## src/rtl/lane_fifo_block_sched_pkg.sv

```systemverilog
// Shared definitions for the lane FIFO block scheduler: requester indices,
// requester count and FSM state encoding.
package lane_fifo_block_sched_pkg;

  localparam int NUM_REQ   = 3;
  localparam int REQ_GT    = 0;
  localparam int REQ_DQDQS = 1;
  localparam int REQ_APB   = 2;

  typedef enum logic [1:0] {
    ST_IDLE,
    ST_BLOCK,
    ST_GRANT,
    ST_FLUSH
  } state_t;

  function automatic logic [NUM_REQ-1:0] req_onehot(input logic [1:0] idx);
    return NUM_REQ'(1) << idx;
  endfunction

endpackage

```

## src/rtl/lane_fifo_block_sched_rr_arbiter3.sv

```systemverilog
// Combinational round-robin pick among three requesters; search starts at
// the requester after the last granted one.
module rr_arbiter3
  import lane_fifo_block_sched_pkg::*;
(
  input  logic [NUM_REQ-1:0] req,
  input  logic [1:0]         last,
  output logic               valid,
  output logic [1:0]         idx
);

  always_comb begin
    // NOTE: every combinational output gets a default first so no latch is inferred.
    valid = 1'b0;
    idx   = 2'd0;
    for (int i = 1; i <= NUM_REQ; i++) begin
      if (!valid && req[(int'(last) + i) % NUM_REQ]) begin
        valid = 1'b1;
        idx   = 2'((int'(last) + i) % NUM_REQ);
      end
    end
  end

endmodule

```

## src/rtl/lane_fifo_block_sched.sv

```systemverilog
// Read-path ownership scheduler: block lanes, drain, grant, flush on release.
// Optional grant watchdog enabled by defining LANE_BLK_TIMEOUT_EN.
module lane_fifo_block_sched
  import lane_fifo_block_sched_pkg::*;
#(
  parameter int IOG_DQS_LANES  = 2,
  parameter int DRAIN_CYCLES   = 4,
  parameter int TIMEOUT_CYCLES = 1024
) (
  input  logic                                SCLK,
  input  logic                                reset_n,
  input  logic [NUM_REQ-1:0]                  req,
  input  logic [NUM_REQ*IOG_DQS_LANES-1:0]    req_lane_mask,
  input  logic [IOG_DQS_LANES-1:0]            entries_in_fifo,
  output logic [NUM_REQ-1:0]                  gnt,
  output logic [IOG_DQS_LANES-1:0]            block_fifo,
  output logic                                fifo_flush_n,
  output logic                                busy,
  output logic                                timeout
);

  localparam int CW = $clog2(DRAIN_CYCLES + 1);
  localparam logic [CW-1:0] DRAIN_LOAD = CW'(DRAIN_CYCLES);

  state_t                   state, state_nx;
  logic [1:0]               winner, last;
  logic [IOG_DQS_LANES-1:0] active_mask, mask_nx, arb_mask;
  logic [CW-1:0]            cnt;
  logic [NUM_REQ-1:0]       req_eff;
  logic                     arb_valid;
  logic [1:0]               arb_idx;
  logic                     timeout_hit;
  logic                     enter_block, enter_flush, enter_grant;

  rr_arbiter3 u_arb (
    .req   (req_eff),
    .last  (last),
    .valid (arb_valid),
    .idx   (arb_idx)
  );

`ifdef LANE_BLK_TIMEOUT_EN
  logic [15:0]        tcnt;
  logic [NUM_REQ-1:0] lock;

  // A timed-out requester stays locked out until it drops its request.
  assign req_eff     = req & ~lock;
  assign timeout_hit = (state == ST_GRANT) && (tcnt == 16'(TIMEOUT_CYCLES - 1));

  always_ff @(posedge SCLK) begin
    if (!reset_n) begin
      tcnt    <= '0;
      lock    <= '0;
      timeout <= 1'b0;
    end else begin
      if (enter_grant)             tcnt <= '0;
      else if (state == ST_GRANT)  tcnt <= tcnt + 16'd1;
      lock <= (lock & req) | (timeout_hit ? req_onehot(winner) : '0);
      if (timeout_hit) timeout <= 1'b1;
    end
  end
`else
  assign req_eff     = req;
  assign timeout_hit = 1'b0;
  assign timeout     = 1'b0;
`endif

  // A zero mask from a requester means it owns every lane.
  assign arb_mask = (req_lane_mask[arb_idx*IOG_DQS_LANES +: IOG_DQS_LANES] == '0)
                    ? '1 : req_lane_mask[arb_idx*IOG_DQS_LANES +: IOG_DQS_LANES];
  assign mask_nx  = (state == ST_IDLE && arb_valid) ? arb_mask : active_mask;

  always_comb begin
    state_nx = state;
    case (state)
      ST_IDLE:  if (arb_valid) state_nx = ST_BLOCK;
      ST_BLOCK: begin
        if (!req[winner])
          state_nx = ST_FLUSH;
        else if (cnt == '0 && (entries_in_fifo & active_mask) == '0)
          state_nx = ST_GRANT;
      end
      ST_GRANT: if (!req[winner] || timeout_hit) state_nx = ST_FLUSH;
      ST_FLUSH: if (cnt == '0) state_nx = ST_IDLE;
      default:  state_nx = ST_IDLE;
    endcase
  end

  assign enter_block = (state_nx == ST_BLOCK) && (state != ST_BLOCK);
  assign enter_flush = (state_nx == ST_FLUSH) && (state != ST_FLUSH);
  assign enter_grant = (state_nx == ST_GRANT) && (state != ST_GRANT);

  always_ff @(posedge SCLK) begin
    if (!reset_n) begin
      state        <= ST_IDLE;
      winner       <= 2'd0;
      last         <= 2'(REQ_APB);
      active_mask  <= '0;
      cnt          <= '0;
      gnt          <= '0;
      block_fifo   <= '0;
      fifo_flush_n <= 1'b1;
      busy         <= 1'b0;
    end else begin
      // NOTE: sequential state uses non-blocking assignments so every register
      // samples the pre-edge values regardless of statement order.
      state       <= state_nx;
      active_mask <= mask_nx;
      if (state == ST_IDLE && arb_valid) winner <= arb_idx;
      if (enter_grant) last <= winner;

      if (enter_block || enter_flush) cnt <= DRAIN_LOAD;
      else if (cnt != '0)             cnt <= cnt - 1'b1;

      // Outputs are registered from next-state so they line up with the FSM.
      gnt          <= (state_nx == ST_GRANT) ? req_onehot(winner) : '0;
      block_fifo   <= (state_nx == ST_IDLE) ? '0 : mask_nx;
      fifo_flush_n <= !enter_flush;
      busy         <= (state_nx != ST_IDLE);
    end
  end

endmodule

```

## config.mk

```make
export PLATFORM = sky130hd
export DESIGN_NAME = lane_fifo_block_sched
export DESIGN_NICKNAME = d
export VERILOG_FILES = /design/src/rtl/lane_fifo_block_sched_pkg.sv /design/src/rtl/lane_fifo_block_sched_rr_arbiter3.sv /design/src/rtl/lane_fifo_block_sched.sv
export SDC_FILE = /design/constraint.sdc
export NUM_CORES = 1
export LEC_CHECK = 0
export CAP_MARGIN = 10
export CORE_ASPECT_RATIO = 1.75
export CORE_MARGIN = 1.5
export CORE_UTILIZATION = 30
export DETAILED_ROUTE_END_ITERATION = 7
export HOLD_SLACK_MARGIN = 0.12
export SYNTH_ARGS = -nofsm -noshare
export SYNTH_HDL_FRONTEND = slang
export SYNTH_HIERARCHICAL = 1
export SYNTH_SLANG_ARGS = --single-unit
```

## constraint.sdc

```tcl
create_clock -name SCLK -period 2.25 [get_ports SCLK]
set_input_delay 0.225 -clock SCLK [delete_from_list [all_inputs] [get_ports SCLK]]
set_output_delay 0.225 -clock SCLK [all_outputs]
set_load 0.02 [all_outputs]
```

==> PnR_summary.wiki <==
{| class="wikitable"
! Metric !! Value
|-
| Worst hold path class || register to register
|-
| Fill count || 334
|-
| Clock skew after layout || 4.44 ps
|-
| Leftover overflow at the end of global routing || 0
|-
| Least-Margin Pin Slew || 673 ps
|-
| Number of nets with antenna violations after routing || 0
|-
| Reg-to-reg critical path startpoint || last[0]$_SDFFE_PN0P_
|-
| Maximum number of pins on one net before global-route repair || 11
|-
| Skew-Pair Late Insertion Delay || 250 ps
|-
| CTS Hold Buffers Added || 0
|-
| Fraction of the cycle the final worst path needs || 92.6%
|-
| Logic depth of the worst register-to-register path || 8
|-
| Mapped Nets || 135
|-
| NumNets Final || 162
|-
| Min-Delay Startpoint || last[0]$_SDFFE_PN0P_
|-
| CP Launch Type || register
|-
| Unique masters post-synth || 42
|-
| Highest routed layer || met4
|-
| Number of remaining DRC errors || 0
|-
| Post-detailed-routing wire length || 2390 um
|-
| Tightest slew margin relative to the limit || 54.4%
|-
| Overall die height || 79.6 um
|-
| Antenna diode count || 0
|-
| Non-Filler Cell Area, Final || 1360 um2
|-
| Type of destination of the critical path || register
|-
| Total clock sinks || 18
|-
| Result of the run || complete, no violations
|-
| Core area || 3180 um2
|-
| Req. time, crit path || 2390 ps
|-
| Pwr per Cell Area || 1220 nW/um2
|-
| Starting density of the core || 31.6%
|-
| Leakage power total || 0.530 nW
|-
| Number of max-cap violations || 0
|-
| Ratio of cells with drive above 1 in the final layout || 13.9%
|-
| Total routing usage reported by global routing || 13.9%
|-
| Area growth syn-to-layout || 35.0%
|-
| Final worst hold slack || 498 ps
|-
| Reg area || 360 um2
|-
| Maximum buffer depth of the clock tree || 2
|-
| CTS tree || yes
|-
| Syn_area_per_cell || 8.51 um2
|-
| First-pass GRT wire length || 3820 um
|-
| HPWL Detailed || 1850 um
|-
| Horizontal extent of the die || 46.7 um
|-
| Count of flip-flops with a built-in enable after synthesis || 0
|-
| Min-Delay Endpoint || last[0]$_SDFFE_PN0P_
|-
| Total number of vias || 921
|-
| Port Buffers || 19
|-
| Fraction of registers with async set/reset || 0%
|-
| Ys Warns || 6
|-
| Detail-routed via count per cell || 4.93
|-
| Root Driver || sky130_fd_sc_hd__clkbuf_8
|-
| Fmax || 480 MHz
|-
| Setup-violating endpoint count in the final report || 0
|-
| Register-to-Register Setup Slack || 170 ps
|-
| Number of pins with negative max-slew slack in the final report || 0
|-
| Most common cell after layout, fill and taps aside || sky130_fd_sc_hd__clkdlybuf4s50_1
|-
| Share of the core filled with cells in the final layout || 42.7%
|-
| Crit path arrival time || 2230 ps
|-
| Number of antenna violations at the first check in global routing || 0
|-
| Cell Rows || 27
|-
| Full die area || 3720 um2
|-
| Post-placement cell area || 1270 um2
|-
| Area occupied by multi-input gates || 607 um2
|-
| Number of buffers created by CTS || 3
|-
| Via count of the first global-routing pass || 877
|-
| Clock slew at reported path FFs || 70 ps
|-
| Wire length on met1 || 969 um
|-
| Highest ir drop seen on vdd || 0.677 mV
|-
| Routed wirelength normalized by instance count || 12.8 um
|-
| H-tree depth || 1
|-
| Worst-path fanout max || 6
|-
| Prevailing post-synth register cell || sky130_fd_sc_hd__dfxtp_1
|-
| Final count of hold timing violations || 0
|-
| End of the worst register-to-register path || winner[0]$_SDFFE_PN0P_
|-
| Count of boundary I/O pins || 21
|-
| Sequential fraction of the synthesis area || 35.9%
|-
| Routed length on met2 || 1310 um
|-
| Gate Count Post-Synth || 118
|-
| Violation count after the first detailed-routing iteration || 12
|-
| Hold Path Stages || 2
|-
| Summed instance area of the synthesized netlist || 1000 um2
|-
| Total of flip-flops plus latches after synthesis || 18
|-
| Weighted congestion at the end of routability-driven global placement || 0.789
|-
| Highest-count cells in the layout ignoring fill and taps || sky130_fd_sc_hd__clkdlybuf4s50_1, sky130_fd_sc_hd__dfxtp_1, sky130_fd_sc_hd__nor2_1
|-
| Final critical path time including I/O delays and setup || 2080 ps
|-
| DR pass1 iterations || 4
|-
| Critical Setup Path Class || register to register
|-
| DR WL met3 || 72 um
|}
-- critical path, cell delays in order, from the launching register on --
cell                      delay, ps
sky130_fd_sc_hd__dfxtp_1        360
sky130_fd_sc_hd__inv_1           60
sky130_fd_sc_hd__ha_2           320
sky130_fd_sc_hd__maj3_2         320
sky130_fd_sc_hd__a21oi_2        220
sky130_fd_sc_hd__nor3b_4        320
sky130_fd_sc_hd__buf_4          170
sky130_fd_sc_hd__mux2i_1        170
sky130_fd_sc_hd__nor2_1          50
-- power by group --
| group | internal, W | switching (W) |
|---|---|---|
| Sequential | 0.000421 | 0.0000910 |
| Clock | 0.000155 | 0.000108 |
| Combinational | 0.000428 | 0.000445 |
-- cell usage after synthesis (all sizes together) (2+ instances only) --
cell     n  area share, %
nor4     4            2.5
o21ai    7            3.5
nand3    2            1.0
o311a    2            3.2
nor3     2            1.0
ha       4            5.0
a21oi   10            5.0
mux2i    4            4.0
nor2    12            4.5
clkbuf   3            1.1
o31a     2            1.7
o21a     3            2.2
nand2b   4            2.5
nor2b    3            1.9
inv     10            3.7
nand2    4            1.5
dfxtp   18             36
and2     2            1.2
-- cell families (layout without fill, tap and decap cells) --
logic type      count (synthesis)  in the layout  synth area share [%]
flops                          18             18                  35.9
simple gates                   39             39                  21.0
xor+xnor                        1              1                 0.872
compound gates                 35             35                  25.0
buf+inv                        14             40                  5.60
other cells                     1              1                 0.373
mux                             5              5                  5.11
fa+ha+maj                       5              5                  6.10
-- through the flow --
step | TNS [ps] | std cells | total power, W | setup WS, ps
after floorplan | 0 | 118 | 0.00107 | 195
after CTS | 0 | 185 | 0.00161 | 26.7
final | 0 | 187 | 0.00165 | 167
after detailed placement | 0 | 181 | 0.00132 | 2.96
after global placement | 0 | 181 | 0.00130 | 93.8
after global routing | -20.8 | 187 | 0.00179 | -20.8
-- state kept, by name, indices dropped and copies added, names as in the netlist --
register	count
cnt	3
gnt	3
active_mask	2
block_fifo	2
last	2
state	2
winner	2
busy	1
fifo_flush_n	1
-- final cells by class --
type                            instances  share of cell area (%)
Clock buffer                            4                    4.06
Inverter                               10                    2.77
Multi-Input combinational cell         86                    44.7
Sequential cell                        18                    26.6
Tap cell                               43                    3.97
Timing Repair Buffer                   26                    17.9
-- worst max-delay path by stage --
stage                         startpoint                       end  slack (ps)  cells past startpoint
floorplan           last[0]$_SDFFE_PN0P_   fifo_flush_n$_SDFF_PN1_         200                      7
global placement    last[0]$_SDFFE_PN0P_  block_fifo[0]$_SDFF_PP0_          90                      8
detailed placement  last[0]$_SDFFE_PN0P_  block_fifo[0]$_SDFF_PP0_           3                      8
CTS                 last[0]$_SDFFE_PN0P_  block_fifo[0]$_SDFF_PP0_          30                      8
global route        last[0]$_SDFFE_PN0P_  block_fifo[0]$_SDFF_PP0_         -20                      9
finish              last[0]$_SDFFE_PN0P_    winner[0]$_SDFFE_PN0P_         170                      8
-- timing repair --
action                                 in CTS  in global routing
setup buffers                               0                  2
setup endpoints to repair                   1                  9
endpoints found under the hold margin       0                  0
pin swaps                                   0                  0
gates resized for setup                     1                  3
-- layer usage --
layer | GRT usage (%) | vias to the layer above
met5 | 0 | -
met1 | 15.9 | 426
met3 | 2.71 | 6
li1 | - | 472
met2 | 23.5 | 17
met4 | 6.39 | 0
No activity file was read; power rests on OpenSTA's default activity.
